<file path="src/rtl/i2s_tx_sink.sv">
// I2S transmitter at the end of the effect chain: buffers one mono sample, sends it on both
// channels with internally generated BCLK/LRCLK, and paces upstream with sample_req.
module i2s_tx_sink #(
    parameter int DATA_WIDTH = 32,
    parameter int DAC_WIDTH  = 24,
    parameter int SLOT_WIDTH = 32,
    parameter int BCLK_DIV   = 4
) (
    input  logic                  clk,
    input  logic                  reset,
    input  logic                  sample_valid,
    input  logic [DATA_WIDTH-1:0] audio_in,
    output logic                  sample_req,
    output logic                  underrun,
    output logic                  overrun,
    output logic                  i2s_bclk,
    output logic                  i2s_lrclk,
    output logic                  i2s_sdata
);

    localparam int FRAME_W = 2 * SLOT_WIDTH;
    localparam int PAD_W   = SLOT_WIDTH - DAC_WIDTH;
    localparam int DIV_W   = $clog2(BCLK_DIV);
    localparam int P_W     = $clog2(FRAME_W);

    localparam logic [DIV_W-1:0] DIV_LAST = DIV_W'(BCLK_DIV - 1);
    localparam logic [P_W-1:0]   P_LAST   = P_W'(FRAME_W - 1);

    logic [DIV_W-1:0]     div_cnt_q, div_cnt_d;
    logic                 bclk_q, bclk_d;
    logic [P_W-1:0]       p_q, p_d;
    logic                 lrclk_q, lrclk_d;
    logic [FRAME_W-1:0]   shift_q, shift_d;
    logic [DAC_WIDTH-1:0] hold_q, hold_d;
    logic                 hold_full_q, hold_full_d;
    logic [DAC_WIDTH-1:0] last_q, last_d;
    logic                 sample_req_q, sample_req_d;
    logic                 underrun_q, underrun_d;
    logic                 overrun_q, overrun_d;

    logic                  fall;
    logic                  load;
    logic [DAC_WIDTH-1:0]  load_sample;
    logic [SLOT_WIDTH-1:0] slot_word;

    // Low-order input bits below the DAC resolution are intentionally truncated.
    generate
        if (DATA_WIDTH > DAC_WIDTH) begin : g_trunc
            logic unused_audio_lsbs;
            assign unused_audio_lsbs = ^audio_in[DATA_WIDTH-DAC_WIDTH-1:0];
        end
    endgenerate

    always_comb begin
        // NOTE: every variable gets a default first so no path leaves it unassigned (no latch).
        div_cnt_d    = div_cnt_q;
        bclk_d       = bclk_q;
        p_d          = p_q;
        lrclk_d      = lrclk_q;
        shift_d      = shift_q;
        hold_d       = hold_q;
        hold_full_d  = hold_full_q;
        last_d       = last_q;
        sample_req_d = 1'b0;
        underrun_d   = 1'b0;
        overrun_d    = 1'b0;
        fall         = 1'b0;
        load         = 1'b0;
        load_sample  = last_q;
        slot_word    = '0;

        if (div_cnt_q == DIV_LAST) begin
            div_cnt_d = '0;
            bclk_d    = ~bclk_q;
            fall      = bclk_q;
        end else begin
            div_cnt_d = div_cnt_q + DIV_W'(1);
        end

        // NOTE: blocking '=' here so p_d is usable immediately below; flops use '<=' only.
        if (fall) begin
            p_d     = (p_q == P_LAST) ? '0 : p_q + P_W'(1);
            lrclk_d = (p_d >= P_W'(SLOT_WIDTH));
            load    = (p_d == P_W'(1));
        end

        if (load) begin
            if (hold_full_q) begin
                load_sample = hold_q;
                last_d      = hold_q;
                hold_full_d = 1'b0;
            end else begin
                underrun_d  = 1'b1;
            end
            sample_req_d = 1'b1;
            slot_word    = SLOT_WIDTH'(load_sample) << PAD_W;
            shift_d      = {slot_word, slot_word};
        end else if (fall) begin
            shift_d = shift_q << 1;
        end

        // Capture after the load decision so a same-cycle strobe lands in the next frame.
        if (sample_valid) begin
            hold_d      = audio_in[DATA_WIDTH-1 -: DAC_WIDTH];
            hold_full_d = 1'b1;
            overrun_d   = hold_full_q && !load;
        end
    end

    always_ff @(posedge clk) begin
        if (reset) begin
            // NOTE: hold/last are cleared too, so a post-reset underrun replays silence.
            div_cnt_q    <= '0;
            bclk_q       <= 1'b0;
            p_q          <= '0;
            lrclk_q      <= 1'b0;
            shift_q      <= '0;
            hold_q       <= '0;
            hold_full_q  <= 1'b0;
            last_q       <= '0;
            sample_req_q <= 1'b0;
            underrun_q   <= 1'b0;
            overrun_q    <= 1'b0;
        end else begin
            div_cnt_q    <= div_cnt_d;
            bclk_q       <= bclk_d;
            p_q          <= p_d;
            lrclk_q      <= lrclk_d;
            shift_q      <= shift_d;
            hold_q       <= hold_d;
            hold_full_q  <= hold_full_d;
            last_q       <= last_d;
            sample_req_q <= sample_req_d;
            underrun_q   <= underrun_d;
            overrun_q    <= overrun_d;
        end
    end

    assign sample_req = sample_req_q;
    assign underrun   = underrun_q;
    assign overrun    = overrun_q;
    assign i2s_bclk   = bclk_q;
    assign i2s_lrclk  = lrclk_q;
    assign i2s_sdata  = shift_q[FRAME_W-1];

endmodule

</file>
<file path="config.mk">
export PLATFORM = sky130hd
export DESIGN_NAME = i2s_tx_sink
export DESIGN_NICKNAME = d
export VERILOG_FILES = /design/src/rtl/i2s_tx_sink.sv
export SDC_FILE = /design/constraint.sdc
export NUM_CORES = 1
export LEC_CHECK = 0
export ABC_CLOCK_PERIOD_IN_PS = 5740
export CORE_UTILIZATION = 61
export DETAILED_ROUTE_END_ITERATION = 6
export GPL_TIMING_DRIVEN = 0
export PLACE_DENSITY = 0.92
export RECOVER_POWER = 25
export SKIP_CTS_REPAIR_TIMING = 1
export SYNTH_ARGS = -nofsm -noshare
export SYNTH_HDL_FRONTEND = slang
export SYNTH_SLANG_ARGS = --single-unit
</file>
<file path="constraint.sdc">
create_clock -name clk -period 5.74 [get_ports clk]
set_input_delay 0.574 -clock clk [delete_from_list [all_inputs] [get_ports clk]]
set_output_delay 0.574 -clock clk [all_outputs]
set_load 0.005 [all_outputs]
</file>
==> Yosys cells after proc, flatten, opt, wreduce, memory -nomap -nowiden <==
Index checks and enable logic that the tools add are counted.
{ "totals": {"out_inout_bits": 6, "input_bits": 35, "reg_bits": 118, "elab_cells": 39} }
{ "classes": {"bitwise": 3, "muxes": 10, "n_lt_le_gt_ge": 1, "eq_ne": 3, "n_reduce_logical": 8, "add_sub_neg": 2} }
{ "op_table": {"columns": ["cell", "n"], "rows": [
  ["64-bit 2-to-1 mux", 2],
  ["24-bit 2-to-1 mux", 1],
  ["2-bit OR reduction", 4],
  ["6-bit by 1-bit adder with 6-bit output, second input constant", 1],
  ["6-bit by 1-bit equality test with 1-bit output, second input constant", 1],
  ["6-bit equality test, second input constant", 1],
  ["6-bit greater-or-equal comparator, second input constant", 1],
  ["1-bit 2-to-1 mux", 6],
  ["6-bit 2-to-1 mux", 1],
  ["2-bit nonzero test", 2],
  ["1-bit NOT", 3],
  ["2-bit by 1-bit adder with 2-bit output, second input constant", 1],
  ["2-bit equality test, second input constant", 1],
  ["1-bit logical AND", 1],
  ["1-bit logical NOT", 1]
]} }

==> Logic depth before layout (Yosys ltp) <==
{ "logic_depth": {"depth_word": 6, "depth_mapped": 8, "mapped_depth_nobuf": 6} }

==> Worst setup path after synthesis <==
Ideal clock, no wire load.
{ "synth_timing": {"path_kind": "register -> register", "startpoint": "register p_q[2]", "endpoint": "register shift_q[55]", "synth_period_minus_slack_ns": 2.000, "n_path_buf": 2, "path_stages_with_launch": 8, "t_arrival_ns": 1.863, "setup_ns": 0.137, "t_required_ns": 5.603, "path_slack_ns": 3.740, "path_cell_list": "dfxtp_1 nand3_2 or4b_4 a311oi_2 buf_6 buf_6 a31o_2 a31oi_1"} }
{ "synth_via": {"elab_chain_len": 5, "elab_cells_between_ends": 7, "cone_classes": "add/sub: 1; eq/ne: 2; mux: 3; reduce/logical: 1"} }
{ "synth_lines": {"columns": ["item", "line_no", "text"], "rows": [
  ["from (decl)", "31", "logic [P_W-1:0] p_q, p_d;"],
  ["from (signal assigned)", "127", "p_q <= p_d;"],
  ["6-bit by 1-bit adder with 6-bit output or 6-bit equality test (tied branches)", "82", "p_d = (p_q == P_LAST) ? '0 : p_q + P_W'(1);"],
  ["6-bit 2-to-1 mux (*)", "82", null],
  ["6-bit by 1-bit equality test with 1-bit output (*)", "84", "load = (p_d == P_W'(1));"],
  ["1-bit 2-to-1 mux (*)", "81", "if (fall) begin"],
  ["64-bit 2-to-1 mux or 2-bit nonzero test (tied branches)", null, null],
  ["to (signal assigned)", "129", "shift_q <= shift_d;"],
  ["to (decl)", "33", "logic [FRAME_W-1:0] shift_q, shift_d;"]
]} }
Every way passes the cells marked *; elsewhere a longest branch is shown, timed or not.
A chain may end at the register's enable or synchronous reset.

==> Final worst setup path <==
{ "layout_timing": {"startpoint": "register div_cnt_q[0]", "endpoint": "register last_q[5]"} }
{ "layout_via": {"elab_chain_len": 3} }
{ "layout_lines": {"columns": ["item", "line_no", "text"], "rows": [
  ["from (decl)", "29", "logic [DIV_W-1:0] div_cnt_q, div_cnt_d;"],
  ["from (signal assigned)", "125", "div_cnt_q <= div_cnt_d;"],
  ["2-bit equality test", "72", "if (div_cnt_q == DIV_LAST) begin"],
  ["1-bit 2-to-1 mux", "72", null],
  ["1-bit 2-to-1 mux", "81", null],
  ["to (signal assigned)", "132", "last_q <= last_d;"],
  ["to (decl)", "36", "logic [DAC_WIDTH-1:0] last_q, last_d;"]
]} }
Every way passes these cells.

==> results.cfg <==
[sta]
rsz0062_at_grt = no
period_share_pct = 44.0
period_minus_slack_ns = 2.53
max_clock_freq_mhz = 396
tightest_slew_ns = 0.784
finClkSkew_ns = 0.00704
setup_tns_ns = 0
setup_violations = 0
slew_headroom_pct = 47.7
hold_viol_final = 0
maxSlewViolCount = 0

[power_and_ir_drop]
p_per_area_nw_per_um2 = 360
p_leak_nw = 2.18
ir_drop_mv = 0.266

[worst_setup_path]
worst_ep_required_time_ns = 6.19
cpMostUsedCell = clkbuf_1
worstSetupPathType = reg -> reg
crit_path_max_incr_delay_ns = 0.51
startpoint_type = flip-flop
r2r_start = div_cnt_q[0]$_SDFF_PP0_
worstPathArrival_ns = 2.98
endpoint_kind = flip-flop
crit_chain = ha_1 > and2_1 > clkbuf_1 > clkbuf_1 > clkbuf_1 > a21oi_1 > nor2_1
reg2reg_to = last_q[5]$_SDFFE_PP0P_
cp_slowest_cell = clkbuf_1
reg2regPathDepth = 7
r2r_setup_slack_ns = 3.21
startpoint = div_cnt_q[0]$_SDFF_PP0_
crit_fanout = 10
crit_buf_inv = 3
crit_family = buffers and inverters

[global_route]
grt_pass1_wl_mm = 20.1
grt_remaining_overflow = 0
grt_pass1_vias = 4259
grt_usage_pct = 31.4
antenna_found_initial = 0
grt_max_degree = 17

[place]
portBuffers = 30
finalWeightedCongestion = 0.846
dp_hpwl_mm = 7.39
placed_area_um2 = 5190

[synthesis]
synth_area_um2 = 4770
syn_nets = 563
synth_seq_cells = 118
seq_area_frac_synth_pct = 49.5
synth_top_area_share_pct = 49.5
synth.avg_cell_area_um2 = 9.09
synthTopCellsByArea = dfxtp_1 50%, mux2i_1 10%, nand2_1 8.3%
synth_cells = 525
yosysWarningCount = 0
ys_types = 36
synth_top_cell_by_area = dfxtp_1

[drt]
first_pass_iters = 5
postRouteAntennaNets = 0
wl_per_cell_um = 17.8
drc = 0
via_per_inst = 6.10
drtIter0Drc = 366
vias = 4179
route.final.wire_length_mm = 12.2

[clock_network]
cts_tree = yes
cts_sinks = 118
clock_path_buffers = 2
insertion_delay_ns = 0.52
cts_root_buf = clkbuf_8
cts_buffers = 17
htreeDepth = 4
path_clk_slew_ns = 0.06

[job]
drv_cap = 0

[floorplan]
dieArea_um2 = 8180
die_x_um = 90.4
die_h_um = 90.4
start_util_pct = 64.4
row_count = 31
ios = 41
coreArea_um2 = 7410

[layout]
insertedDiodeCount = 0
final_util_pct = 78.7
areaGrowthSynthToFinish_pct = 22.2
final_nets = 612
fillers = 439
design_area_um2 = 5830
drive_gt1_share_pct = 12.1

[worst_hold_path]
hold_start = div_cnt_q[0]$_SDFF_PP0_
hold-path-endpoint = div_cnt_q[0]$_SDFF_PP0_
whs_path_depth = 1
hold_class = reg -> reg

[status]
outcome = finished, final reports clean
==> worst max path at each step <==
stage / end / slack, ns / cells after the start
2_1_floorplan: shift_q[55]$_SDFFE_PP0P_ / 3.74 / 7
3_3_place_gp: shift_q[23]$_SDFFE_PP0P_ / 3.53 / 7
3_5_place_dp: last_q[21]$_SDFFE_PP0P_ / 3.44 / 7
4_1_cts: last_q[5]$_SDFFE_PP0P_ / 3.28 / 7
5_1_grt: last_q[7]$_SDFFE_PP0P_ / 3.06 / 7
6_report: last_q[5]$_SDFFE_PP0P_ / 3.21 / 7
==> cell type report <==
type / count / area, um^2 / area share, %
tap: 99 / 124 / 2.12
timing repair buffer: 30 / 300 / 5.15
inverter: 4 / 15.0 / 0.258
multi-input combinational: 360 / 2190 / 37.5
clock inverter: 9 / 173 / 2.96
sequential: 118 / 2360 / 40.5
buffer: 43 / 205 / 3.52
clock buffer: 22 / 463 / 7.94
==> cell usage after synthesis (all sizes together) <==
cell type / count
a21boi: 1
a21o: 2
a21oi: 29
a2bb2oi: 8
a311o: 1
a311oi: 1
a31o: 23
a31oi: 48
and2: 1
and3: 3
buf: 15
clkbuf: 28
dfxtp: 118
ha: 3
inv: 4
mux2i: 49
nand2: 107
nand3: 3
nand4: 1
nor2: 62
nor2b: 2
nor3: 5
nor3b: 1
o21a: 2
o21ai: 2
o31ai: 1
or4b: 1
xnor2: 2
xor2: 2
==> cell families (layout without fill, tap and decap cells) <==
family	Yosys count	count (layout)	share of synthesized area [%]
flip-flops	118	118	49.5
AO/OA/AOI/OAI	118	118	18.4
buffers and inverters	47	108	4.62
multiplexers	49	49	10.3
adder cells (fa/ha/maj)	3	3	0.787
XOR/XNOR	4	4	0.734
AND/OR/NAND/NOR	186	186	15.7
==> stage by stage <==
step / instances / worst slack (ns) / hold slack [ns] / power (mW)
after floorplan: 525 / 3.74 / 0.404 / 0.931
after global placement: 654 / 3.53 / 0.411 / 0.964
after detailed placement: 654 / 3.44 / 0.439 / 0.969
after CTS: 685 / 3.28 / 0.447 / 2.10
after global routing: 685 / 3.06 / 0.468 / 2.14
final: 685 / 3.21 / 0.448 / 2.10
==> cells in the final DEF (no fill, tap or decap), types with 6 or more instances in the layout <==
cell type        count
clkdlybuf4s50_1     28
a31oi_1             42
a2bb2oi_1            8
a31o_2              18
clkbuf_16           16
nand2_1            106
clkbuf_1            33
nor2_1              62
dfxtp_1            118
a21oi_1             29
a31oi_2              6
mux2i_1             49
==> flip-flops by register name (all words and copies together) (netlist names) <==
register     cells
div_cnt_q        2
hold_full_q      1
hold_q          24
i2s_bclk         1
i2s_lrclk        1
last_q          24
overrun          1
p_q              6
sample_req       1
shift_q         56
underrun         1
==> power by group <==
group | switching, mW | leakage [nW] | internal (mW)
logic | 0.0551 | 0.910 | 0.0527
clock network | 0.367 | 0.311 | 0.779
registers | 0.00977 | 0.956 | 0.837
==> layer usage <==
layer | vias up | share of wire, % | GRT usage, %
met2 | 217 | 48 | 51.5
met4 | 0 | 3.2 | 17.7
met1 | 1995 | 41 | 37.6
met5 | - | 0 | 0
li1 | 1923 | - | -
met3 | 44 | 7.9 | 7.74
==> worst reg2reg max path: cells and delay by family, from the launching register on <==
kind | cells | cell delay [ns]
fa+ha+maj | 1 | 0.26
compound gates | 1 | 0.16
buf+inv | 3 | 1.34
flops | 1 | 0.34
simple gates | 2 | 0.36
(Power assumes the default switching activity.)
